[src/rtl/instruction_decode_pipe.sv]
// ID stage: register file with write bypass, hazard detection, branch/jump resolution, ID/EX register.
// Optional debug port (dbg_freeze/dbg_addr/dbg_data) is enabled by defining DEBUG_PORT_EN.
module instruction_decode_pipe #(
    parameter int unsigned DATA_W = 32,
    parameter int unsigned NREG   = 32,
    localparam int unsigned REG_AW = $clog2(NREG)
) (
    input  logic              clk,
    input  logic              rst,
    input  logic              if_valid,
    input  logic [DATA_W-1:0] if_pc,
    input  logic [31:0]       if_instr,
    input  logic              id_flush,
    input  logic              ex_stall,
    input  logic              ex_reg_write,
    input  logic              ex_mem_read,
    input  logic [REG_AW-1:0] ex_dst,
    input  logic [REG_AW-1:0] mem_dst,
    input  logic              mem_reg_write,
    input  logic              wb_we,
    input  logic [REG_AW-1:0] wb_waddr,
    input  logic [DATA_W-1:0] wb_wdata,
    output logic              id_ready,
    output logic              redirect,
    output logic [DATA_W-1:0] redirect_pc,
    output logic              ex_valid,
    output logic [8:0]        ex_ctrl,
    output logic [DATA_W-1:0] ex_pc,
    output logic [DATA_W-1:0] ex_rega,
    output logic [DATA_W-1:0] ex_regb,
    output logic [DATA_W-1:0] ex_imm,
    output logic [REG_AW-1:0] ex_rs,
    output logic [REG_AW-1:0] ex_rt,
    output logic [REG_AW-1:0] ex_rd
`ifdef DEBUG_PORT_EN
    ,
    input  logic              dbg_freeze,
    input  logic [REG_AW-1:0] dbg_addr,
    output logic [DATA_W-1:0] dbg_data
`endif
);

    localparam logic [5:0] OpRType = 6'h00;
    localparam logic [5:0] OpJ     = 6'h02;
    localparam logic [5:0] OpBeq   = 6'h04;
    localparam logic [5:0] OpBne   = 6'h05;
    localparam logic [5:0] FnJr    = 6'h08;

    logic [DATA_W-1:0] regs [NREG];
    logic              rfWe;
    logic              holdIdEx;

    logic [5:0]        op;
    logic [5:0]        funct;
    logic [REG_AW-1:0] rs;
    logic [REG_AW-1:0] rt;
    logic [REG_AW-1:0] rd;
    logic [DATA_W-1:0] rsVal;
    logic [DATA_W-1:0] rtVal;
    logic [DATA_W-1:0] imm;
    logic [DATA_W-1:0] simm;
    logic [DATA_W-1:0] pc4;
    logic [8:0]        ctrl;
    logic              isBranch;
    logic              isJr;
    logic              loadUse;
    logic              branchStall;
    logic              bubble;

    assign op    = if_instr[31:26];
    assign funct = if_instr[5:0];
    assign rs    = if_instr[21+REG_AW-1:21];
    assign rt    = if_instr[16+REG_AW-1:16];
    assign rd    = if_instr[11+REG_AW-1:11];

`ifdef DEBUG_PORT_EN
    assign rfWe     = wb_we && !dbg_freeze;
    assign holdIdEx = ex_stall || dbg_freeze;
`else
    assign rfWe     = wb_we;
    assign holdIdEx = ex_stall;
`endif

    // Same-cycle write-back is forwarded so ID never sees a stale register.
    function automatic logic [DATA_W-1:0] readReg(input logic [REG_AW-1:0] addr);
        if (addr == '0) begin
            return '0;
        end
        if (rfWe && wb_waddr == addr) begin
            return wb_wdata;
        end
        return regs[addr];
    endfunction

    assign rsVal = readReg(rs);
    assign rtVal = readReg(rt);

`ifdef DEBUG_PORT_EN
    assign dbg_data = readReg(dbg_addr);
`endif

    always_ff @(posedge clk or negedge rst) begin
        if (!rst) begin
            for (int i = 0; i < NREG; i++) begin
                regs[i] <= '0;
            end
        end else if (rfWe && wb_waddr != '0) begin
            regs[wb_waddr] <= wb_wdata;
        end
    end

    // Control word {EXE[3:0], MEM[2:0], WB[1:0]}:
    // EXE = {RegDst, ALUOp[1:0], ALUSrc}, MEM = {Branch, MemRead, MemWrite}, WB = {RegWrite, MemtoReg}.
    always_comb begin
        ctrl = '0;
        case (op)
            6'h00: begin
                if (funct != FnJr) begin
                    ctrl = 9'b1100_000_10;
                end
            end
            6'h23:                      ctrl = 9'b0001_010_11;
            6'h2B:                      ctrl = 9'b0001_001_00;
            6'h04, 6'h05:               ctrl = 9'b0010_100_00;
            6'h08, 6'h09:               ctrl = 9'b0001_000_10;
            6'h0A, 6'h0B, 6'h0C, 6'h0D,
            6'h0E, 6'h0F:               ctrl = 9'b0111_000_10;
            default:                    ctrl = '0;
        endcase
    end

    assign simm = {{(DATA_W-16){if_instr[15]}}, if_instr[15:0]};

    always_comb begin
        imm = simm;
        if (op == 6'h0C || op == 6'h0D || op == 6'h0E) begin
            imm = {{(DATA_W-16){1'b0}}, if_instr[15:0]};
        end else if (op == 6'h0F) begin
            imm = DATA_W'({if_instr[15:0], 16'h0000});
        end
    end

    assign isBranch = (op == OpBeq) || (op == OpBne);
    assign isJr     = (op == OpRType) && (funct == FnJr);

    assign loadUse = if_valid && ex_mem_read && (ex_dst != '0) &&
                     ((ex_dst == rs) || (ex_dst == rt));

    // Branches resolve in ID, so any in-flight producer of an operand must drain first.
    assign branchStall = if_valid && (isBranch || isJr) &&
        ((ex_reg_write && (ex_dst != '0) && ((ex_dst == rs) || (ex_dst == rt))) ||
         (mem_reg_write && (mem_dst != '0) && ((mem_dst == rs) || (mem_dst == rt))));

    assign id_ready = !holdIdEx && !loadUse && !branchStall;
    assign bubble   = loadUse || branchStall || id_flush || !if_valid;
    assign pc4      = if_pc + DATA_W'(4);

    always_comb begin
        redirect    = 1'b0;
        redirect_pc = '0;
        if (if_valid && id_ready && !id_flush) begin
            if ((op == OpBeq && rsVal == rtVal) || (op == OpBne && rsVal != rtVal)) begin
                redirect    = 1'b1;
                redirect_pc = pc4 + (simm << 2);
            end else if (op == OpJ) begin
                redirect    = 1'b1;
                redirect_pc = {pc4[DATA_W-1:28], if_instr[25:0], 2'b00};
            end else if (isJr) begin
                redirect    = 1'b1;
                redirect_pc = rsVal;
            end
        end
    end

    always_ff @(posedge clk or negedge rst) begin
        if (!rst) begin
            ex_valid <= 1'b0;
            ex_ctrl  <= '0;
            ex_pc    <= '0;
            ex_rega  <= '0;
            ex_regb  <= '0;
            ex_imm   <= '0;
            ex_rs    <= '0;
            ex_rt    <= '0;
            ex_rd    <= '0;
        end else if (!holdIdEx) begin
            ex_valid <= !bubble;
            ex_ctrl  <= bubble ? 9'd0 : ctrl;
            ex_pc    <= if_pc;
            ex_rega  <= rsVal;
            ex_regb  <= rtVal;
            ex_imm   <= imm;
            ex_rs    <= rs;
            ex_rt    <= rt;
            ex_rd    <= rd;
        end
    end

endmodule
[config.mk]
export PLATFORM = sky130hd
export DESIGN_NAME = instruction_decode_pipe
export DESIGN_NICKNAME = d
export VERILOG_FILES = /design/src/rtl/instruction_decode_pipe.sv
export SDC_FILE = /design/constraint.sdc
export NUM_CORES = 2
export LEC_CHECK = 0
export BUFFER_PORTS_ARGS = -buffer_cell sky130_fd_sc_hd__buf_4
export CORE_ASPECT_RATIO = 1.5
export CORE_UTILIZATION = 60
export CTS_CLUSTER_SIZE = 10
export DETAILED_ROUTE_END_ITERATION = 8
export PLACE_DENSITY = 0.78
export SYNTH_ARGS = -nofsm -noshare
export SYNTH_HDL_FRONTEND = slang
export SYNTH_SLANG_ARGS = --single-unit
[constraint.sdc]
create_clock -name clk -period 7.3 [get_ports clk]
set_input_delay 1.46 -clock clk [delete_from_list [all_inputs] [get_ports clk]]
set_output_delay 1.46 -clock clk [all_outputs]
set_load 0.03 [all_outputs]
======== Word-level counts from Yosys, hierarchy flattened ========
Cells that the tools add are included.
operators by class
  $add $sub $neg .......................... 2
  multipliers ............................. 0
  divide/modulo/power cells ............... 0
  order comparisons ....................... 4
  eq/ne operators ......................... 23
  shifts and indexed selects .............. 0
  muxes and demuxes ....................... 36
  bitwise operators ....................... 3
  reductions and logical operators ........ 46
operators with widths
  kind                                                             number
  1024-bit bitwise mux                                             1
  32-bit 2-to-1 mux                                                18
  32-bit binary-select mux with 5-bit select                       2
  32-bit demux with 5-bit select                                   1
  6-bit by 4-bit == test with 1-bit output, second input constant  9
  9-bit one-hot mux with 6 select lines                            1
  32-bit by 3-bit adder with 32-bit output, second input constant  1
  32-bit adder                                                     1
  32-bit == test                                                   1
  32-bit != test                                                   1
  31-bit 2-to-1 mux                                                1
  5-bit == test                                                    6
  1-bit logical AND                                                20
  6-bit >= comparator, second input constant                       3
  9-bit 2-to-1 mux                                                 2
  5-bit inverter with 6-bit output                                 3
  5-bit nonzero test                                               3
  6-bit by 3-bit == test with 1-bit output, second input constant  2
  6-bit == test, second input constant                             2
  1-bit logical OR                                                 11
  5-bit zero test                                                  2
  1-bit 2-to-1 mux                                                 10
  6-bit by 2-bit == test with 1-bit output, second input constant  1
  1-bit zero test                                                  6
  5 further kinds                                                  6
word-level totals
  register bits after elaboration ......... 1177
  latch bits .............................. 0
  memory bits (writable) .................. 0
  memory bits (read-only) ................. 0
  input port bits ......................... 120
  output and inout port bits .............. 187
  word-level logic and storage cells ...... 155
  memories ................................ 0

======== Longest topological paths before layout ========
  word-level depth ........................ 11
  gate-level depth with buffers ........... 21

======== Least setup slack after synthesis ========
Ideal clock, no wire load.
  path type ............................... input to output
  start ................................... input if_instr[16]
  end ..................................... output redirect_pc[6]
  data arrival time ....................... 5555 ps
  data required time ...................... 5840 ps
  setup slack ............................. 285 ps
  cell stages on the path ................. 16
  buffers on the path ..................... 5
  path through ............................ buf_4 > buf_8 > buf_8 > buf_2 > mux4_2 > o22a_1 > a41oi_1 > nand3_1 > o32ai_1 > a31oi_1 > or4_1 > or4_4 > a21oi_4 > buf_6 > nand3_1 > a21oi_1
between the ends
  word-level cells in the longest chain between the ends .. 11
  elaborated cells between the ends (all ways) .. 35
  those cells by class .................... eq/ne (5); mux (11); bitwise (1); reduce/logical (18)
ends and longest elaborated chain
  item                                                                                              line    RTL
  start: declaration                                                                                12      input logic [31:0] if_instr,
  5-bit inverter with 6-bit output (not written as such) / 5-bit == test (equally long branches)    92, 89
  32-bit binary-select mux with 5-bit select / 1-bit logical AND (equally long branches)            92, 89
  32-bit 2-to-1 mux (not written as such) / 1-bit 2-to-1 mux (equally long branches) (2 in series)  92, 89
  32-bit 2-to-1 mux                                                                                 92      return regs[addr];
  32-bit 2-to-1 mux                                                                                 89      if (rfWe && wb_waddr == addr) begin
  32-bit == test / 32-bit != test (equally long branches)                                           162     if ((op == OpBeq && rsVal == rtVal) || (op == OpBne && rsVal != rtVal)) begin
  1-bit logical AND                                                                                 162
  1-bit logical OR                                                                                  162
  32-bit 2-to-1 mux                                                                                 162
  32-bit 2-to-1 mux *                                                                               161     if (if_valid && id_ready && !id_flush) begin
  end: declaration                                                                                  25      output logic [DATA_W-1:0] redirect_pc,
Mark *: on every way between the ends. The rest lies on a longest branch, timed or not. The select of a mux whose other input is x is not followed.

======== Worst setup path in the final report ========
  start ................................... input if_instr[24]
  end ..................................... output redirect_pc[7]
Same word-level chain as after synthesis.

==> results.py <==
metrics = {
    "sta": {
        "finalWorstSetupSlack_ps": -266,
        "fin_crit_ps": 7570,
        "fmax_mhz": 132,
        "finClkSkew_ps": 17.0,
        "slew_headroom_pct": 19.6,
        "tightestPinTransition_ps": 1210,
        "rsz0062_at_grt": "yes",
        "report.final.slew_viol_count": 0,
        "hold_viol_final": 0,
        "post-route-period-util_pct": 104,
        "setup_viol": 28,
    },
    "clock_tree": {
        "ctsHoldBuffers": 0,
        "cts_tree": "yes",
        "clock_latency_ps": 780,
        "htree_levels": 4,
        "cts-root-buf": "clkbuf_16",
        "clk_pin_slew_ps": 50,
        "cts.path.max_buffers": 3,
        "cts.sinks": 1176,
        "numCtsBuffers": 135,
    },
    "critical_path": {
        "critical_path_class": "in2out",
        "path_max_fanout": 17,
        "worstSetupStartpointType": "input pin",
        "worstPathRequired_ps": 5840,
        "crit_path_end_kind": "output pin",
        "critPathArrivalTime_ps": 6110,
    },
    "placement": {
        "dp.cells": 6437,
        "io_buffers": 306,
        "gp_congestion": 1.01,
        "dp_hpwl_mm": 161,
    },
    "detailed_routing": {
        "avgViaCountPerCell": 7.43,
        "dr_total_vias": 49300,
        "drcViolationCount": 0,
        "wire_per_inst_um": 36.6,
        "drt_pass1_iterations": 9,
        "detail-route-antenna-nets": 0,
        "drt_iter0_markers": 6368,
        "drt-total-wl_mm": 243,
    },
    "logic_synthesis": {
        "synthTopCellsByArea": "dfrtp_1 46%, mux2_2 18%, mux4_2 18%",
        "async_flop_share_pct": 100,
        "synthDistinctLibCells": 82,
        "yosysWarnings": 0,
        "netlist_area_um2": 64300,
        "syn_inst": 4664,
        "synth_xor_area_share_pct": 1.42,
        "yosysTopAreaCellShare_pct": 45.8,
        "synthesis.nets": 4820,
        "synthSimpleGateAreaFrac_pct": 4.97,
        "synth-compound-area-share_pct": 6.09,
        "avgSynthCellArea_um2": 13.8,
        "synthAdderAreaFrac_pct": 0.713,
        "ys_ff_latch": 1176,
        "synth_top_family_by_area": "multiplexers",
        "muxShareOfSynthArea_pct": 37.3,
        "synth_edf_count": 0,
        "ys_seq_area_share_pct": 45.8,
        "ys.flop_type": "dfrtp_1",
        "synth_largest_area_cell": "dfrtp_1",
    },
    "global_routing": {
        "grt_pass1_wl_mm": 351,
        "gr-total-overflow": 0,
        "grt_pass1_vias": 50800,
        "grt_max_degree": 177,
        "antenna_found_initial": 17,
        "track_usage_pct": 45.3,
    },
    "cells_and_area": {
        "nNetsFinal": 5361,
        "area_delta_synth_final_pct": 18.1,
        "fill_cells": 6738,
        "utilization_pct": 71.6,
        "final_cells": 6635,
        "layout-drive-gt1-share_pct": 51.4,
    },
    "power_and_ir_drop": {
        "ir_drop_v": 0.000266,
        "powerDensity_nw_per_um2": 263,
        "pwr-share-clk_pct": 30.4,
        "power.internal_w": 0.0139,
        "p_sw_w": 0.00606,
        "pwr-share-seq_pct": 43.6,
        "p_comb_share_pct": 26.0,
        "power_leakage_nw": 33.3,
        "switching_share_pct": 30.4,
        "power_w": 0.0199,
    },
    "status": {
        "outcome": "finished, violations left",
        "violations": "setup timing",
    },
    "hold_path": {
        "hold_path_class": "reg2reg",
    },
    "floorplan": {
        "chipWidth_um": 269,
        "coreArea_um2": 106000,
        "start_util_pct": 60.7,
        "dieArea_um2": 108000,
        "ios": 307,
        "dieHeight_um": 403,
        "num_rows": 146,
    },
    "job": {
        "maxCapViolCount": 0,
    },
}
==> Yosys cell counts (13+ instances only) <==
| library cell | number |
|---|---|
| a21o_1 | 26 |
| a21oi_1 | 59 |
| a221o_1 | 16 |
| a221oi_1 | 19 |
| a222oi_1 | 17 |
| a22o_1 | 31 |
| a22oi_1 | 71 |
| a31oi_1 | 19 |
| a32o_1 | 15 |
| a32oi_1 | 23 |
| and3_1 | 21 |
| buf_1 | 25 |
| buf_2 | 48 |
| buf_4 | 24 |
| buf_6 | 28 |
| clkbuf_1 | 334 |
| dfrtp_1 | 1176 |
| ha_1 | 35 |
| inv_1 | 26 |
| mux2_2 | 1020 |
| mux2i_1 | 116 |
| mux4_2 | 503 |
| nand2_1 | 257 |
| nand2b_1 | 18 |
| nand3_1 | 64 |
| nand4_1 | 29 |
| nor2_1 | 112 |
| nor2b_1 | 22 |
| nor3_1 | 47 |
| nor3b_1 | 13 |
| o21ai_0 | 106 |
| o22a_1 | 15 |
| o22ai_1 | 27 |
| o31ai_1 | 15 |
| xnor2_1 | 74 |
| xor2_1 | 30 |
==> power by group through the flow <==
stage	registers [W]	logic [W]	clock network, W
after floorplan	0.00861	0.00298	0
after global placement	0.00859	0.00477	0
after detailed placement	0.00870	0.00489	0
after CTS	0.00862	0.00499	0.00606
after global routing	0.00879	0.00538	0.00629
final	0.00869	0.00519	0.00606
==> cell type report <==
type | count | area [um^2] | share of cell area, %
Sequential cell | 1176 | 29400 | 38.8
Clock inverter | 7 | 91.3 | 0.120
Multi-Input combinational cell | 2987 | 33200 | 43.7
Tap cell | 1406 | 1760 | 2.32
Antenna cell | 8 | 20.0 | 0.0264
Timing Repair Buffer | 875 | 7730 | 10.2
Inverter | 30 | 120 | 0.158
Clock buffer | 146 | 3570 | 4.70
==> kinds of logic after synthesis <==
kind of cell,Yosys count
multiplexers,1641
AO/OA/AOI/OAI,544
buffers and inverters,501
XOR/XNOR,104
flip-flops,1176
AND/OR/NAND/NOR,662
adder cells (fa/ha/maj),36
==> flip-flops by register name, indices dropped and copies added (netlist names) <==
register / cells
ex_rd: 5
ex_imm: 32
ex_ctrl: 8
ex_rt: 5
ex_pc: 32
ex_valid: 1
ex_rs: 5
regs: 1024
ex_regb: 32
ex_rega: 32
==> worst max-delay path, cell delays in order <==
cell and delay (ps):
buf_6 300, nor3b_2 430, buf_4 290, a22oi_1 100, and3_1 220, a31oi_2 330
xor2_1 190, buf_4 200, nand4_1 160, buf_4 200, nor4_4 260, nand4_1 140
buf_6 160, o31ai_4 230, buf_6 130, a21oi_4 70, buf_8 150, a222oi_1 650
nor2_1 180, buf_4 220
==> worst paths after layout <==
kind	slack, ps	depth (start not counted)	from	to
worst max register to register	4780	6	regs[126]$_DFFE_PN0P_	ex_rega[30]$_DFFE_PN0N_
max in group asynchronous	4920	3	rst	ex_rega[4]$_DFFE_PN0N_
worst min-delay path	400	0	regs[1016]$_DFFE_PN0P_	regs[1016]$_DFFE_PN0P_
min in group asynchronous	760	1	rst	ex_pc[27]$_DFFE_PN0N_
worst min register to register	400	0	regs[1016]$_DFFE_PN0P_	regs[1016]$_DFFE_PN0P_
worst max-delay path	-270	20	if_instr[24]	redirect_pc[7]
==> routing by layer <==
metal | share of wire [%] | GRT usage [%]
met1 | 31 | 49.9
met5 | 0.056 | 0
met3 | 12 | 15.9
met2 | 44 | 68.1
met4 | 12 | 43.6
==> cells in the final DEF (no fill, tap or decap), drive strengths merged, types with 34 or more instances in the layout <==
cell / synthesis / final
nand2: 257 / 257
o21ai: 114 / 114
mux2i: 116 / 116
clkbuf: 335 / 149
mux4: 503 / 503
ha: 35 / 35
dfrtp: 1176 / 1176
mux2: 1022 / 1022
inv: 28 / 34
nor3: 47 / 47
a22oi: 71 / 71
buf: 136 / 869
xnor2: 74 / 74
nand3: 64 / 64
a21oi: 60 / 60
nor2: 112 / 112
==> timing repair <==
action / in CTS / in global routing
pin swaps: 12 / 35
gates resized for setup: 59 / 85
setup endpoints to repair: 33 / 33
cloned: 4 / 4
buffers inserted: 16 / 17
==> through the flow <==
stage,hold slack [ps],setup WS [ps],cell area [um^2],TNS [ps]
after floorplan,441,285,64300,0
after global placement,377,-526,71100,-8610
after detailed placement,382,-552,71100,-9210
after CTS,395,-71.9,75300,-117
after global routing,409,-261,75900,-5220
final,395,-266,75900,-3460
Note: power is estimated with default switching activity, not from simulation.
